$ cat config.mk
export PLATFORM = sky130hd
export DESIGN_NAME = pe_mac_accum
export DESIGN_NICKNAME = d
export VERILOG_FILES = /design/src/rtl/pe_mac_accum.sv
export SDC_FILE = /design/constraint.sdc
export NUM_CORES = 1
export LEC_CHECK = 0
export CELL_PAD_IN_SITES_DETAIL_PLACEMENT = 1
export CELL_PAD_IN_SITES_GLOBAL_PLACEMENT = 2
export CORE_UTILIZATION = 39
export CTS_CLUSTER_SIZE = 28
export DETAILED_ROUTE_END_ITERATION = 6
export PLACE_DENSITY_LB_ADDON = 0.1
export SLEW_MARGIN = 20
export SYNTH_ARGS = -nofsm -noshare
export SYNTH_HDL_FRONTEND = slang
export SYNTH_SLANG_ARGS = --single-unit
$ cat constraint.sdc
create_clock -name clk -period 10.1 [get_ports clk]
set_clock_uncertainty 0.1 [all_clocks]
set_input_delay 2.02 -clock clk [delete_from_list [all_inputs] [get_ports clk]]
set_output_delay 2.02 -clock clk [all_outputs]
set_load 0.05 [all_outputs]
$ cat src/rtl/pe_mac_accum.sv
// Multiply-accumulate stage of the PE: joins ifmap/filter operand pairs, sums KSIZE
// products, optionally adds an incoming partial sum, and holds the result until taken.
module pe_mac_accum #(
    parameter int DWIDTH   = 8,
    parameter int PWIDTH   = 16,
    parameter int KSIZE    = 3,
    parameter int USE_PSIN = 1
) (
    input  logic              clk,
    input  logic              rst_n,
    input  logic              ifm_valid,
    output logic              ifm_ready,
    input  logic [DWIDTH-1:0] ifm_data,
    input  logic              flt_valid,
    output logic              flt_ready,
    input  logic [DWIDTH-1:0] flt_data,
    input  logic              psin_valid,
    output logic              psin_ready,
    input  logic [PWIDTH-1:0] psin_data,
    output logic              out_valid,
    input  logic              out_ready,
    output logic [PWIDTH-1:0] out_data,
    output logic [1:0]        state_dbg
);

    // Handshakes: a transfer happens on a rising edge where valid && ready; the producer
    // keeps valid and data stable until then, and ready never waits on the transfer itself.

    localparam int CW = (KSIZE > 1) ? $clog2(KSIZE) : 1;
    localparam logic [CW-1:0] CNT_LAST = CW'(KSIZE - 1);

    typedef enum logic [1:0] {
        ACC = 2'd0,
        ADD = 2'd1,
        OUT = 2'd2
    } state_t;

    state_t                   state;
    logic signed [PWIDTH-1:0] acc;
    logic [CW-1:0]            cnt;
    logic signed [2*DWIDTH-1:0] prod;
    logic signed [PWIDTH-1:0] prod_ext;
    logic signed [PWIDTH-1:0] acc_sum;
    logic                     pair_fire;
    logic                     psin_fire;

    assign prod = $signed(ifm_data) * $signed(flt_data);

    // Fit the full-width product to the accumulator: sign-extend or truncate.
    generate
        if (PWIDTH > 2*DWIDTH) begin : g_ext
            assign prod_ext = {{(PWIDTH-2*DWIDTH){prod[2*DWIDTH-1]}}, prod};
        end else if (PWIDTH == 2*DWIDTH) begin : g_same
            assign prod_ext = prod;
        end else begin : g_trunc
            assign prod_ext = prod[PWIDTH-1:0];
        end
    endgenerate

    assign acc_sum = acc + prod_ext;

    // Each operand side is ready only when its partner is valid, so a lone operand is never taken.
    assign ifm_ready = rst_n && (state == ACC) && flt_valid;
    assign flt_ready = rst_n && (state == ACC) && ifm_valid;

    generate
        if (USE_PSIN != 0) begin : g_psin
            assign psin_ready = rst_n && (state == ADD);
        end else begin : g_nopsin
            assign psin_ready = 1'b0;
        end
    endgenerate

    assign pair_fire = (state == ACC) && ifm_valid && flt_valid;
    assign psin_fire = psin_ready && psin_valid;
    assign state_dbg = state;

    always_ff @(posedge clk or negedge rst_n) begin
        if (!rst_n) begin
            state     <= ACC;
            acc       <= '0;
            cnt       <= '0;
            out_valid <= 1'b0;
            out_data  <= '0;
        end else begin
            case (state)
                ACC: begin
                    if (pair_fire) begin
                        acc <= acc_sum;
                        if (cnt == CNT_LAST) begin
                            cnt <= '0;
                            if (USE_PSIN != 0) begin
                                state <= ADD;
                            end else begin
                                out_data  <= acc_sum;
                                out_valid <= 1'b1;
                                state     <= OUT;
                            end
                        end else begin
                            cnt <= cnt + 1'b1;
                        end
                    end
                end
                ADD: begin
                    if (psin_fire) begin
                        out_data  <= acc + $signed(psin_data);
                        out_valid <= 1'b1;
                        state     <= OUT;
                    end
                end
                OUT: begin
                    if (out_ready) begin
                        out_valid <= 1'b0;
                        acc       <= '0;
                        state     <= ACC;
                    end
                end
                default: begin
                    state <= ACC;
                end
            endcase
        end
    end

endmodule

After elaboration in Yosys (flattened, before gate mapping)
Cells that the tools add are included.
- flip-flop bits (word level): 37
- input bits: 38
- output and inout bits: 22
- logic and storage cells: 43
- add/sub/neg operators: 3
- $mul: 1
- eq/ne operators: 7
- mux-type cells: 12
- reduce and logical (&&, ||, !) cells: 15
- operator list (kind ; number):
    $add A16 B16 Y16 ; 2
    $mux W16 ; 2
    $pmux W16 S2 ; 1
    $mul A8 B8 Y16 ; 1
    $mux W2 ; 5
    $logic_and A1 B1 Y1 ; 7
    $ne A2 B2 Y1 const B ; 3
    $pmux W2 S3 ; 1
    $reduce_and A3 Y1 ; 2
    $eq A2 B2 Y1 const B ; 2
    $reduce_and A2 Y1 ; 2
    $reduce_and A4 Y1 ; 1
    $reduce_bool A2 Y1 ; 2
    $add A2 B1 Y2 const B ; 1
    $eq A2 B1 Y1 const B ; 1
    $logic_not A2 Y1 ; 1
    $mux W1 ; 2
    $ne A2 B1 Y1 const B ; 1
    $pmux W1 S2 ; 1

Logic depth before layout (Yosys ltp)
- depth after elaboration: 5
- mapped depth: 20
- mapped depth without buffers: 19

Least setup slack after synthesis
No wires, ideal clock.
- path kind: input to register
- from: input port flt_data[0]
- to: register acc[14]
- setup time: 0.121 ns
- arrival: 6.292 ns
- required time: 9.879 ns
- slack: 3.587 ns
- stages on the path: 16
- path buffers: 0
- cells stage by stage: and2_1 > inv_1 > fa_1 > inv_1 > fa_1 > fa_1 > fa_1 > fa_1 > ha_1 > o21a_1 > o31ai_2 > a21oi_1 > a211oi_2 > o21ai_1 > xor2_1 > a22o_1
- word-level cells in the longest chain between the ends: 4
- RTL lines (element ; line ; RTL):
    start: declaration ; 16 ; input logic [DWIDTH-1:0] flt_data,
    $mul A8 B8 Y16 ; 47 ; assign prod = $signed(ifm_data) * $signed(flt_data);
    $add A16 B16 Y16 ; 60 ; assign acc_sum = acc + prod_ext;
    $mux W16 ; 88 ; if (pair_fire) begin
    $pmux W16 S2 ; 86 ; case (state)
    end signal: assignment ; 89 ; acc <= acc_sum;
    end: declaration ; 39 ; logic signed [PWIDTH-1:0] acc;
Every way passes these cells. The select of a mux whose other input is x is not followed.
A chain may end at the register's enable or synchronous reset.

Worst setup path after layout
- from: input port ifm_data[7]
- to: register acc[14]
- word-level cells in the longest chain between the ends: 4
- RTL lines (element ; line ; RTL):
    start: declaration ; 13 ; input logic [DWIDTH-1:0] ifm_data,
    $mul A8 B8 Y16 ; 47 ;
    $add A16 B16 Y16 ; 60 ;
    $mux W16 ; 88 ;
    $pmux W16 S2 ; 86 ;
Every way passes these cells. The select of a mux whose other input is x is not followed.

==> metrics.md <==
| Metric | Value |
|---|---|
| Outcome | `complete, no violations` |
| Crit end category | `flop` |
| GRT overflow | `0` |
| Core area | `0.0122 mm²` |
| Cts bufs inserted | `5` |
| Fin crit period | `roughly 7000 ps` |
| First-pass GRT wire length | `19100 µm` |
| Slowest-stage cell, CP | `clkdlybuf4s50_1` |
| Starting Density | `40.6%` |
| Net Count, Synth | `677` |
| Post-Syn Instances | `515` |
| Mapped Area | `0.00495 mm²` |
| Routed length on met2 | `5750 µm` |
| Final Hold Viols | `0` |
| Max_slew headroom | `53.9%` |
| WP data required | `10160 ps` |
| Post-cts repair resize count | `0` |
| WL final | `11200 µm` |
| Via/cell ratio | `slightly above 5` |
| Drt wl/cell | `15.1 µm` |
| Initial antenna violation count | `0` |
| Endpoint, Worst Hold | `out_data[13]` |
| DRC Markers | `0` |
| Tightest Pin Transition | `691 ps` |
| Share of the synthesized area in the top cell type | `between 20 and 30%` |
| Tcrit/Tclk final | `71.2%` |
| Inserted Diodes | `0` |
| Class of the most critical hold timing path | `reg -> reg` |
| Vias | `roughly 3800` |
| Area Overhead vs Synth | `19.4%` |
| RR Startpoint | `acc[6]` |
| WHS Path Cells | `2` |
| Top sig layer | `met4` |
| Cell Chain, Critical Path | `clkdlybuf4s50_1 -> and2_1 -> inv_1 -> fa_1 -> inv_1 -> fa_1 -> fa_1 -> fa_1 -> fa_1 -> ha_1 -> o21a_1 -> o31ai_2 -> a21oi_1 -> a211oi_2 -> o21ai_1 -> xor2_1 -> a22o_1` |
| Count leader, synth | `inv_1` |
| Most common cell on crit path | `fa_1` |
| Synth top cells by count | `inv_1 (80), fa_1 (72), nand2_1 (58), ha_1 (52), dfrtp_1 (37)` |
| Post-CTS Setup Bufs | `0` |
| CP Max Fanout | `9` |
| Share of cells above drive strength 1 | `under 10%` |
| RSZ-0062 raised after global routing | `no` |
| Clock Tree Buf Depth | `2` |
| Die area | `0.0132 mm²` |
| Post-CTS Hold Buffers | `0` |
| Asr flop ratio synth | `100%` |
| Syn_area_per_cell | `9.62 µm²` |
| GRT Resource Usage Total | `18.6%` |
| Maximum number of pins on one net before global-route repair | `~40` |
| Synth area leader | `fa_1` |
| # nets final | `between 700 and 800` |
| Post-DP HPWL | `9570 µm` |
| # IOs | `60` |
| DRT antenna net count | `0` |
| Crit path largest cell delay | `630 ps` |
| Critical setup path kind | `in -> reg` |
| Row Count | `40` |
| Post-place instance area | `0.00574 mm²` |
| TritonCTS clock tree | `built` |
| Htree depth | `2` |
| Synth Flop Type | `dfrtp_1` |
| EDFF count, synth | `0` |
| Wl on met1 | `5060 µm` |
| Fmax | `139 MHz` |
| CTS clock-pin slew for the worst setup and hold paths | `50 ps` |
| Routed met3 length | `approximately 270 µm` |
| Distinct cell type count after synthesis | `between 40 and 50` |
| Slew Limit Fails | `0` |
| Seq cells post-synth | `37` |
| GPL Wtd Cong | `0.761` |
| Initial drt markers | `93` |
| Die span in y | `115 µm` |
| Worst skew pair latency | `~280 ps` |
| Setup crit start kind | `input port` |
| Syn. warnings | `0` |
| Count of final setup violators | `0` |
| Total of max-cap violations | `0` |
| Reg-to-Reg End | `acc[14]` |
| Sequential cell area fraction in the yosys report | `18.7%` |
| Vias in the first global route | `about 4000` |
| Filler cells | `1405` |
| Hold_sp | `out_data[13]` |
| R2R setup slack | `approximately 5400 ps` |
| Port bufs | `59` |
| Synth top area cells | `fa_1 (29%), dfrtp_1 (19%), ha_1 (13%)` |
| CP delay by family, top | `adder cells` |
| Clock tree sinks | `37` |
| Crit path depth | `17` |
| Critical Path AT | `slightly above 7000 ps` |
| Setup_tns | `0 ps` |
| Pre-antenna DRT Iters | `4` |
| Worst path bufs/invs | `3` |
| CTS Root Cell | `clkbuf_16` |
| Layout Cell Area excl Fill | `0.00591 mm²` |
| Die Width | `roughly 110 µm` |
| Worst Reg-to-Reg Cells | `17` |
[cells by family after synthesis]
group                    synth area share, %
buffers and inverters                   6.67
XOR/XNOR                                5.13
AND/OR/NAND/NOR                         13.0
multiplexers                           0.227
flip-flops                              18.7
AO/OA/AOI/OAI                           14.0
adder cells (fa/ha/maj)                 42.2
[metrics by stage]
step	utilization [%]	cells	setup WS [ps]	hold WS (ps)
after floorplan	-	515	3590	375
after global placement	47.0	737	2700	365
after CTS	48.4	745	2830	388
after detailed placement	47.0	737	2500	374
after global routing	48.4	745	2510	422
final	48.4	745	2900	387
[layer usage]
layer,global-route usage [%],vias to the layer above
met4,3.55,0
met2,32.5,39
met1,24.6,1910
li1,-,1794
met5,0,-
met3,2.70,13
[cell usage in the layout (no fill, tap or decap), types with 12 or more instances in the layout]
cell type	n
inv_1	80
fa_1	72
clkdlybuf4s50_1	58
nand2_1	57
ha_1	52
dfrtp_1	37
and2_1	32
o21ai_0	23
nor2_1	21
xnor2_1	18
o21ai_1	16
a21oi_1	12
[sequential cells by signal (all words and copies together), names as in the netlist]
signal	count
state_dbg	2
cnt	2
out_data	16
out_valid	1
acc	16
[worst reg2reg max path: cells and delay by family, from the launching register on]
kind | cells | cell delay, ps
buffers and inverters | 4 | 240
adders and majority gates | 6 | 2640
xor gates and xnor gates | 1 | 140
AOI/OAI and AO/OA | 5 | 910
and+or+nand+nor | 1 | 180
DFF | 1 | 360
[worst max path at each step]
stage               to  slack (ps)         from
2_1_floorplan  acc[14]        3590  flt_data[0]
3_3_place_gp   acc[14]        2700  flt_data[0]
3_5_place_dp   acc[14]        2500  ifm_data[7]
4_1_cts        acc[14]        2830  ifm_data[7]
5_1_grt        acc[14]        2510  flt_data[0]
6_report       acc[14]        2900  ifm_data[7]
[layout make-up]
cell class                      count  area (µm²)  share of cell area [%]
Tap cell                          168         210                    3.55
Timing Repair Buffer               61         601                    10.2
Sequential cell                    37         926                    15.7
Clock inverter                      1        30.0                   0.508
Multi-Input combinational cell    390        3700                    62.6
Clock buffer                        7         143                    2.41
Inverter                           81         304                    5.14
Power is left out: the tool's default activity adds up to more than one toggle a clock period on the data nets, which glitch-free logic cannot reach.
